===== src/rtl/flick_debouncer.sv =====
// Push-button conditioner: synchronises and debounces a raw button level, then
// emits fixed-width flick pulses on each accepted press, with optional auto-repeat.
module flick_debouncer #(
    parameter int SYNC_STAGES     = 2,
    parameter int DEBOUNCE_CYCLES = 16,
    parameter int PULSE_WIDTH     = 1,
    parameter int REPEAT_CYCLES   = 0,
    parameter int CNT_W           = 8
) (
    input  logic             clk,
    input  logic             rst,
    input  logic             btn_in,
    output logic             flick,
    output logic             btn_level,
    output logic [CNT_W-1:0] press_cnt,
    output logic [1:0]       dbg_state
);

    localparam int DB_W  = (DEBOUNCE_CYCLES > 1) ? $clog2(DEBOUNCE_CYCLES) : 1;
    localparam int REP_W = (REPEAT_CYCLES > 1) ? $clog2(REPEAT_CYCLES) : 1;
    localparam int PW_W  = (PULSE_WIDTH > 1) ? $clog2(PULSE_WIDTH) : 1;

    localparam logic [DB_W-1:0]  DB_LAST  = DB_W'(DEBOUNCE_CYCLES - 1);
    localparam logic [REP_W-1:0] REP_LAST = REP_W'((REPEAT_CYCLES > 0) ? REPEAT_CYCLES - 1 : 0);
    localparam logic [PW_W-1:0]  PW_LAST  = PW_W'(PULSE_WIDTH - 1);

    typedef enum logic [1:0] {
        IDLE         = 2'd0,
        PRESS_WAIT   = 2'd1,
        HELD         = 2'd2,
        RELEASE_WAIT = 2'd3
    } state_t;

    state_t                 state, state_nx;
    logic [SYNC_STAGES-1:0] sync;
    logic                   btn_sync;
    logic [DB_W-1:0]        db_cnt, db_nx;
    logic [REP_W-1:0]       rep_cnt, rep_nx;
    logic [PW_W-1:0]        pw_cnt;
    logic                   level_nx;
    logic                   start_pulse;
    logic                   press_inc;

    assign btn_sync  = sync[SYNC_STAGES-1];
    assign dbg_state = state;

    always_ff @(posedge clk or negedge rst) begin
        if (!rst) begin
            sync <= '0;
        end else begin
            sync <= {sync[SYNC_STAGES-2:0], btn_in};
        end
    end

    always_ff @(posedge clk or negedge rst) begin
        if (!rst) begin
            state     <= IDLE;
            db_cnt    <= '0;
            rep_cnt   <= '0;
            btn_level <= 1'b0;
            press_cnt <= '0;
        end else begin
            state     <= state_nx;
            db_cnt    <= db_nx;
            rep_cnt   <= rep_nx;
            btn_level <= level_nx;
            if (press_inc) begin
                press_cnt <= press_cnt + 1'b1;
            end
        end
    end

    // A release seen in HELD wins over a repeat that would fire on the same edge.
    always_comb begin
        state_nx    = state;
        db_nx       = db_cnt;
        rep_nx      = rep_cnt;
        level_nx    = btn_level;
        start_pulse = 1'b0;
        press_inc   = 1'b0;
        case (state)
            IDLE: begin
                if (btn_sync) begin
                    state_nx = PRESS_WAIT;
                    db_nx    = '0;
                end
            end
            PRESS_WAIT: begin
                if (!btn_sync) begin
                    state_nx = IDLE;
                end else if (db_cnt == DB_LAST) begin
                    state_nx    = HELD;
                    level_nx    = 1'b1;
                    press_inc   = 1'b1;
                    start_pulse = 1'b1;
                    rep_nx      = '0;
                end else begin
                    db_nx = db_cnt + 1'b1;
                end
            end
            HELD: begin
                if (!btn_sync) begin
                    state_nx = RELEASE_WAIT;
                    db_nx    = '0;
                end else if (REPEAT_CYCLES > 0) begin
                    if (rep_cnt == REP_LAST) begin
                        start_pulse = 1'b1;
                        rep_nx      = '0;
                    end else begin
                        rep_nx = rep_cnt + 1'b1;
                    end
                end
            end
            RELEASE_WAIT: begin
                if (btn_sync) begin
                    state_nx = HELD;
                    rep_nx   = '0;
                end else if (db_cnt == DB_LAST) begin
                    state_nx = IDLE;
                    level_nx = 1'b0;
                end else begin
                    db_nx = db_cnt + 1'b1;
                end
            end
            default: state_nx = IDLE;
        endcase
    end

    // A new start reloads the width counter, so overlapping starts extend rather than stick.
    always_ff @(posedge clk or negedge rst) begin
        if (!rst) begin
            flick  <= 1'b0;
            pw_cnt <= '0;
        end else if (start_pulse) begin
            flick  <= 1'b1;
            pw_cnt <= PW_LAST;
        end else if (flick) begin
            if (pw_cnt == '0) begin
                flick <= 1'b0;
            end else begin
                pw_cnt <= pw_cnt - 1'b1;
            end
        end
    end

endmodule


===== config.mk =====
export PLATFORM = sky130hd
export DESIGN_NAME = flick_debouncer
export DESIGN_NICKNAME = d
export VERILOG_FILES = /design/src/rtl/flick_debouncer.sv
export SDC_FILE = /design/constraint.sdc
export NUM_CORES = 1
export LEC_CHECK = 0
export ABC_AREA = 0
export CAP_MARGIN = 10
export CELL_PAD_IN_SITES_DETAIL_PLACEMENT = 1
export CELL_PAD_IN_SITES_GLOBAL_PLACEMENT = 1
export CORE_MARGIN = 1
export CORE_UTILIZATION = 42
export CTS_CLUSTER_DIAMETER = 150
export CTS_CLUSTER_SIZE = 28
export DETAILED_ROUTE_END_ITERATION = 7
export PLACE_DENSITY = 0.76
export SETUP_SLACK_MARGIN = 0.1
export SLEW_MARGIN = 20
export SYNTH_ARGS = -nofsm -noshare
export SYNTH_HDL_FRONTEND = slang
export SYNTH_SLANG_ARGS = --single-unit

===== constraint.sdc =====
create_clock -name clk -period 4.9 [get_ports clk]
set_input_delay 0.735 -clock clk [delete_from_list [all_inputs] [get_ports clk]]
set_output_delay 0.735 -clock clk [all_outputs]
set_load 0.02 [all_outputs]

# Word-level counts from Yosys, hierarchy flattened
# Index checks and enable logic that the tools add are counted.
[totals]
register_bits = 19
in_bits = 3
[classes]
add_sub_neg = 3
eq_ne = 12
n_mux = 27
reduce_logical = 6
[ops]
columns = ["cell", "count"]
rows = [
  ["$mux 4", 5],
  ["$pmux 4 s4", 1],
  ["$mux 1", 13],
  ["$mux 2", 6],
  ["$ne 2x2->1 const B", 6],
  ["$add 8x1->8 const B", 1],
  ["$pmux 2 s4", 1],
  ["$reduce_and 4->1", 2],
  ["$ne 3x3->1 const B", 2],
  ["$reduce_and 5->1", 1],
  ["$add 4x1->4 const B", 1],
  ["$eq 2x2->1 const B", 2],
  ["$eq 4x4->1 const B", 1],
  ["$reduce_bool 2->1", 2],
  ["$eq 2x1->1 const B", 1],
  ["$logic_not 2->1", 1],
  ["$pmux 1 s2", 1],
  ["$sub 1x1->1 const B", 1],
]

# Longest topological paths before layout
# Gate-level depths: netlist (run 1).
[depth]
word_depth = 5
mapped_depth = 4
depth_no_buf = 4

# Worst setup path before layout (run 1)
# Ideal clock, no wire load.
[synth_path]
path_type = "reg2reg"
startpoint = "register db_cnt[0]"
endpoint = "register press_cnt[1]"
setup_time_ns = 0.125
arrival_ns = 1.413
required_time_ns = 4.775
setup_slack_ns = 3.362
path_stages_with_launch = 5
n_path_buf = 0
period_less_slack_ns = 1.538
cell_sequence = "dfrtp_1 > ha_1 > nand4_4 > nor3b_4 > mux2_4"
[synth_via]
elab_chain_len = 4
[synth_lines]
columns = ["item", "line", "source"]
rows = [
  ["start, declared", "37", "logic [DB_W-1:0] db_cnt, db_nx;"],
  ["start signal, assigned", "64", "db_cnt <= db_nx;"],
  ["$eq 4x4->1", "91", "end else if (db_cnt == DB_LAST) begin"],
  ["$mux 1", "91", ""],
  ["$mux 1", "89", "if (!btn_sync) begin"],
  ["$mux 1", "81", "case (state)"],
  ["net press_inc", "42", "logic press_inc;"],
  ["end signal, assigned", "68", "press_cnt <= press_cnt + 1'b1;"],
  ["end, declared", "15", "output logic [CNT_W-1:0] press_cnt,"],
]
# The timed path passes the listed nets, and every way through them passes these cells.
# A chain may end at the register's enable or synchronous reset.

# Final worst setup path (run 1)
[layout_path]
startpoint = "register state[0], in the netlist dbg_state[0]"
endpoint = "output dbg_state[0]"
[layout_lines]
columns = ["item", "line", "source"]
rows = [
  ["start, declared", "34", "state_t state, state_nx;"],
  ["start signal, assigned", "63", "state <= state_nx;"],
  ["end, declared", "16", "output logic [1:0] dbg_state"],
]
# No word-level cell between the ends.

==> run summary, run 1 <==
For this run, the number of Yosys warnings is 0. A synthesized cell averages 12.0 um2. The number of buffers inserted to repair setup after CTS was 0. Leaving out fill and tap cells, the most frequent cells in the layout are dfrtp_1 (18), clkdlybuf4s50_1 (14), nand3_1 (5), xor2_1 (5).

The placed instances occupy a cell area of 995 um2. In this run the worst hold path is classified as reg2reg. The number of cells traversed by the worst register-to-register path is 4, and the number of flops mapped to enable cells by yosys is 0.

The tools report the initial antenna violation count as 0. The critical path ends at dbg_state[0]. The worst register-to-register path has a setup slack of 3.15 ns. The share of cells above drive strength 1 is 12.8%, and the final cell area excluding filler cells is 1030 um2. The routed design has 1780 um of wire. Once the clock tree was built, the resizer swapped 0 gates to a different size. The logs give 186 for the number of fillers in the final layout and 0.365 ns for the worst slack on hold paths.

The number of nets handed over by synthesis was 74. The tools report the critical path capture point type as a primary output. After clock tree synthesis, the flow added hold-fix buffers numbering 0.

The most critical setup path has its startpoint at dbg_state[0]$_DFFE_PN0P_. The routing layer with the top usage in global route was met2. The sum of negative setup slack was 0 ns; the total of flip-flops plus latches after synthesis was 18.

The number of violations reported at the end of detailed-routing iteration 0 was 1; the power density over cell area was 261 nW/um2. The critical path buffer and inverter count is 1. The worst slack at placement came out at 2.98 ns.

The worst register-to-register path begins at db_cnt[0]$_DFFE_PN0P_. For the pin with the worst max-slew slack, the measured transition is 0.788 ns. For this run, the register share of the synthesized area comes to 54.4%. The congestion estimate from routability-driven global placement came to 0.702.

The normalized max-slew margin was 47.3%. The run gives 33.6% as the met2 global-route usage. The leakage power total is 0.449 nW. TritonCTS built the clock tree. The floorplan die area came out at 2150 um2.

For the data required time of the critical path, the log shows 4.16 ns. The reported max-cap violation count was 0. The remaining design rule violation count is 0.

STA classifies the critical path startpoint as a register. The data arrival time of the worst path was 1.52 ns. Setup repair after global routing left no endpoint under its margin. Kind of cell with the highest combined delay on the critical path: buffers and inverters. The reg-to-reg critical path endpoint was press_cnt[1]$_DFFE_PN0P_.

The wire-length estimate of the detail-placed layout is 1300 um. The final critical-path required period came out at 2.26 ns. The tools report the via count of the first global-routing pass as 602. The run gives 0 as the number of pins with negative max-slew slack in the final report.

The total inserted antenna cells is 0. Share of the synthesized area in the top cell type: 54.4%. For the source-to-sink clock delay at the later pin of the worst-skew pair, the log shows 0.30 ns. Clock tree synthesis inserted a total of 3 buffers. The clock slew seen by the registers of the worst setup and hold paths came out at 0.11 ns. The first detailed-routing pass took 4 iterations.

The longest clock path from root to sink contains 2 buffers. On the worst path, the slowest cell contributes a delay of 0.67 ns. Measured along the x axis, the die boundary spans 46.4 um. The number of unique standard cell types used by synthesis was 27; the met1 usage was 26.7%. The kind of critical path is reg2out. Leading cell type in the layout, fill and taps excluded: dfrtp_1. Cells fill 57.8% of the core in the end. During placement, the flow inserted port buffers numbering 14. Static timing analysis puts the maximum clock frequency at 443 MHz.

The clock net in this run drives a total of 18 sinks. IR analysis of the VDD net gives a maximum drop of 0.207 mV. Worst clock skew: 0.00467 ns. The slowest stage of the critical path belongs to the cell clkdlybuf4s50_1.

The total overflow left after global routing is 0. Traced cell by cell, the critical path runs through clkdlybuf4s50_1. The count of pins on the block boundary is 15, and the die span in y is 46.4 um. The floorplan has 15 rows. The logs give 3020 um for the global-route wire length before repair and 46.5% for the effective utilization at floorplan.

The number of setup violations in the final report was 0; the area used by multi-input combinational logic was 358 um2. Entering global routing, the biggest net connects 19 pins. Once detail routing completed, the nets flagged for antenna violations numbered 0. By area the synthesized netlist is led by dfrtp_1 (54%), xor2_1 (5.3%), ha_1 (3.0%). Peak fanout along the critical path: 9.

The worst path meets setup with 2.64 ns of slack. After detailed routing, the average wire length per cell comes to 16.1 um. The flip-flop cell with the highest count after synthesis was dfrtp_1. The run gives 1780 um2 as the area of the placeable core. The post-synthesis cell type with the largest combined area was dfrtp_1. The hold violation total from the final report was 0. The final worst-path cycle share works out to 46.1%. Using the TritonRoute via totals, the vias-per-cell ratio works out to 5.41. The depth of the CTS H-tree is 1. The run finished with clean final reports.

The number of stages on the worst setup path was 1; the async set-reset flop share out of synthesis was 100%. After the last flow step, the layout net total stands at 92. Global routing consumed, over all layers together, 21.4% of the routing resources. Global routing consumed, on the met3 layer, 4.71% of the routing resources. The sequential cells in the finished layout cover a total of 450 um2. The root buffer cell is clkbuf_4.

The via count is 600. The area growth from synthesis to layout is 24.5%. The logs give 828 um2 for the synthesized area and 69 for the synthesized netlist cell count.
==> worst min path at each step <==
| stage | startpoint | end | slack [ns] | cells past startpoint |
|---|---|---|---|---|
| floorplan | sync[0]$_DFF_PN0_ | sync[1]$_DFF_PN0_ | 0.33 | 0 |
| global placement | sync[0]$_DFF_PN0_ | sync[1]$_DFF_PN0_ | 0.34 | 0 |
| detailed placement | sync[0]$_DFF_PN0_ | sync[1]$_DFF_PN0_ | 0.34 | 0 |
| CTS | sync[0]$_DFF_PN0_ | sync[1]$_DFF_PN0_ | 0.37 | 0 |
| global route | sync[0]$_DFF_PN0_ | sync[1]$_DFF_PN0_ | 0.38 | 0 |
| finish | sync[0]$_DFF_PN0_ | sync[1]$_DFF_PN0_ | 0.36 | 0 |
==> where the power goes <==
part	leakage [nW]	internal [mW]	total (mW)	switching (mW)
Sequential	0.242	0.153	0.161	0.00780
Clock	0.0210	0.0453	0.0929	0.0475
Combinational	0.186	0.00671	0.0157	0.00898
Total	0.449	0.205	0.269	0.0643
==> flip-flops by register name (all words and copies together) (netlist names), named ones only <==
register and cells:
dbg_state 1, press_cnt 8, flick 1, db_cnt 4
sync 2, btn_level 1
==> synthesized netlist by cell type, types with 2 or more instances <==
cell type  number
a21oi_1         4
dfrtp_1        18
ha_1            2
inv_1           4
nand2_1         2
nand3_1         5
nand4_1         3
nor3_1          4
o211ai_1        2
o21ai_0         3
xnor2_1         2
xor2_1          5
==> stage by stage <==
stage / std cells / power (mW)
2_1_floorplan: 69 / 0.171
3_3_place_gp: 107 / 0.178
3_5_place_dp: 107 / 0.180
4_1_cts: 111 / 0.271
5_1_grt: 111 / 0.281
6_report: 111 / 0.269
==> routing by layer <==
layer / wire [um] / vias up
met5: 0 / -
met4: 45 / 0
met3: 54 / 5
met2: 905 / 14
met1: 779 / 299
li1: - / 282
==> layout make-up <==
type,instances,share of cell area (%)
inverters,4,1.46
clock buffers,4,3.52
repair buffers,14,13.6
flip-flops and latches,18,43.7
multi-input cells,46,34.7
well taps,25,3.03
==> kinds of logic (layout without fill, tap and decap cells) <==
| kind of cell | after synthesis | after routing | synth area share [%] |
|---|---|---|---|
| fa+ha+maj | 2 | 2 | 3.02 |
| flops | 18 | 18 | 54.4 |
| simple gates | 23 | 23 | 19.8 |
| compound gates | 11 | 11 | 7.85 |
| buf+inv | 5 | 22 | 2.42 |
| xor+xnor | 8 | 8 | 9.37 |
| mux | 2 | 2 | 3.17 |
No activity file was read; power rests on OpenSTA's default activity.
==> run 2, diff against run 1 <==
CORE_UTILIZATION = 35   (was 42)
PLACE_DENSITY = 0.67   (was 0.76)
clock period = 1.95 ns   (was 4.9 ns; I/O delays follow)
==> run summary, run 2 (same netlist as run 1, synthesis figures left out) <==
The clock network power share is 29.0% (-5.5 points). The signal on the critical path passes through ha_1 -> nand4_4 -> nor3b_4 -> mux2_4. The final weighted congestion in routability-driven placement was 0.784 (+12%). The transition time of the tightest slew-check pin was 0.382 ns (-0.406 ns); the sequential share of power was 64.4% (+4.7 points). The tools report the number of pins with negative max-slew slack in the final report as 0 (unchanged). The run gives 0.28 ns (-0.02 ns) as the source-to-sink clock delay at the later pin of the worst-skew pair. Leading cell type in the layout, fill and taps excluded: dfrtp_1. The tools report the initial antenna violation count as 0 (unchanged). The worst setup path is of the reg2reg kind. The combinational group share of total power was 6.6% (+0.8 points); the average routed wire per standard cell was 14.0 um (-13%). The type of the most critical hold path is in2async. The share of cells above drive strength 1 is 15.1% (+2.3 points).

The switching portion of total power was 24.4% (+0.51 points); the post-detailed-route count of antenna-violating nets was 0 (unchanged). The run gives 2210 um2 (+24%) as the area of the placeable core. Of the available clock period, the critical path in the final layout requires 89.2%. STA classifies the critical path startpoint as a register.

The total number of clock tree sinks is 18 (unchanged), and the placement row count is 17 (+2). The switching power summed over all nets is 0.153 mW (+140%), and the maximum single-stage delay on the critical path is 0.43 ns (-0.24 ns). Leaving out fill and tap cells, the most frequent cells in the layout are dfrtp_1 (16), clkdlybuf4s50_1 (14), nand3_1 (5), xor2_1 (5). The critical path buffer and inverter count is 0 (-1), and the hold violation total from the final report is 0 (unchanged).

The number of clock buffers inserted by TritonCTS is 3 (unchanged), and the depth of the CTS H-tree is 1 (unchanged). The maximum number of pins on one net before global-route repair came out at 19 (unchanged). The logs give 74.5% (+27 points) for the normalized max-slew margin and 0.317 mV (+53%) for the peak supply drop. The count of pins on the block boundary was 15 (unchanged); the average vias per placed instance was 5.18 (-4.1%). More flip-flops sit in one register than any other, and that register is press_cnt. The run gives 0 (unchanged) as the number of setup violations in the final report. The growth of design area from synthesis to finish was 24.5% (unchanged).

The peak fanout along the critical path came out at 10 (+1). The worst clock skew is 0.00253 ns (-0.00214 ns), and the effective utilization at floorplan is 37.4% (-9.0 points). Data required time of the critical path: 2.13 ns (-2.03 ns). The slowest library cell on the worst path was dfrtp_1. The run gives 244 (+31%) as the number of fillers in the final layout. The tools report the floorplan die area as 2560 um2 (+19%). The aggregate routed wire length was 1590 um (-11%). The count of input and output buffers is 14 (unchanged), and the number of violations reported at the end of detailed-routing iteration 0 is 5 (+4). The number of optimization iterations in the first detailed-route pass was 3 (-1); the die span in y was 50.6 um (+9.1%). The final critical-path required period is 1.74 ns. The sum of negative setup slack was 0 ns (unchanged). In the final layout, the registers with the most flip-flops are press_cnt (8), db_cnt (4), sync (2). For the global-route congestion overflow total, the log shows 0 (unchanged). The tools report the placed wire-length estimate as 1100 um (-15%). The clock slew seen by the registers of the worst setup and hold paths is 0.10 ns (about the same). The cell-internal power was 0.474 mW (+130%).

The cell sitting at the root of the clock tree is a clkbuf_4. Floorplan die width: 50.6 um (+9.1%). Maximum root-to-sink buffer count: 2 (unchanged).

The run finished with clean final reports. Fmax: 575 MHz. Setup repair after global routing left no endpoint under its margin.

The kind of cell with the highest combined delay on the critical path was simple AND/OR/NAND/NOR gates. The power density over cell area is 609 nW/um2 (+130%). The footprint of the flip-flops and latches is 453 um2 (+0.56%), and the final cell area excluding filler cells is 1030 um2 (unchanged). The leakage power total was 0.444 nW (-1.1%); the via count was 591 (-1.5%). The remaining design rule violation count is 0 (unchanged), and the placed instance area is 1010 um2 (+1.1%). The run gives 598 (-0.66%) as the via count of the first global-routing pass. The total inserted antenna cells is 0 (unchanged). The logs give 93 (+1.1%) for the count of nets after finishing and 0 (unchanged) for the reported max-cap violation count. The total of hold buffers inserted after clock tree synthesis is 0 (unchanged), and the area used by multi-input combinational logic is 358 um2 (unchanged).

For the all-layer global routing usage, the log shows 14.1% (-7.2 points). The flip-flop count of the largest register, all copies and words added came out at 8 (unchanged). The critical path capture point type was a register. The global-route wire length before repair came out at 2700 um (-10%). TritonCTS built the clock tree. Data arrival time of the worst path: 1.92 ns (+0.40 ns).
-- run 2: changes by cell type in the layout (fill, tap and decap cells not counted), sizes merged --
cell and change:
buf +1, clkbuf -1
-- run 2: final cells by class --
type                            instances  area share, %
Tap cell                               28           3.40
Sequential cell                        18           43.9
Timing Repair Buffer                   15           14.3
Multi-Input combinational cell         46           34.7
Clock buffer                            3           2.18
Inverter                                4           1.46
-- run 2: power groups by stage --
stage               clock network, mW  logic, mW  registers, mW
detailed placement                  0     0.0426          0.410
global placement                    0     0.0402          0.409
finish                          0.182     0.0413          0.404
CTS                             0.187     0.0425          0.404
global route                    0.205     0.0466          0.406
floorplan                           0     0.0234          0.405
-- run 2: stage by stage --
| step | hold WS [ns] | util [%] | power (mW) | setup WS (ns) | std cells |
|---|---|---|---|---|---|
| final | 0.328 | 46.6 | 0.628 | 0.211 | 114 |
| after global routing | 0.331 | 46.6 | 0.658 | 0.108 | 114 |
| after CTS | 0.336 | 46.5 | 0.634 | 0.138 | 114 |
| after detailed placement | 0.337 | 45.5 | 0.453 | 0.227 | 111 |
| after global placement | 0.339 | 45.5 | 0.449 | 0.325 | 111 |
| after floorplan | -0.00309 | - | 0.429 | 0.412 | 69 |
-- run 2: worst reg2reg max path, delay by kind of cell, from the launching register on --
family        cells  cell delay [ns]
flops             1             0.43
mux               1             0.32
simple gates      2             0.55
fa+ha+maj         1             0.33
-- run 2: metal layers --
layer / vias to the layer above / GRT usage [%] / wire length [um]
met5: - / 0 / 0
met4: 0 / 5.56 / 13
met3: 2 / 3.64 / 45
met2: 10 / 21.1 / 709
met1: 296 / 19.5 / 825
li1: 283 / - / -
-- run 2: path summary, 6_finish.rpt --
path | to | slack (ns) | depth (start not counted) | from
setup / recovery | press_cnt[1]$_DFFE_PN0P_ | 0.21 | 4 | db_cnt[0]$_DFFE_PN0P_
hold / removal | db_cnt[2]$_DFFE_PN0P_ | 0.33 | 2 | rst
setup reg to reg | press_cnt[1]$_DFFE_PN0P_ | 0.21 | 4 | db_cnt[0]$_DFFE_PN0P_
hold reg to reg | sync[1]$_DFF_PN0_ | 0.37 | 0 | sync[0]$_DFF_PN0_
max in group asynchronous | async pin | 1.41 | 2 | rst
min in group clk | sync[1]$_DFF_PN0_ | 0.37 | 0 | sync[0]$_DFF_PN0_
-- run 2: timing repair --
item	4_1_cts	5_1_grt
gates resized for setup	0	2
hold endpoints to repair	0	0
buffers inserted	0	0
endpoints found under the setup margin	0	2
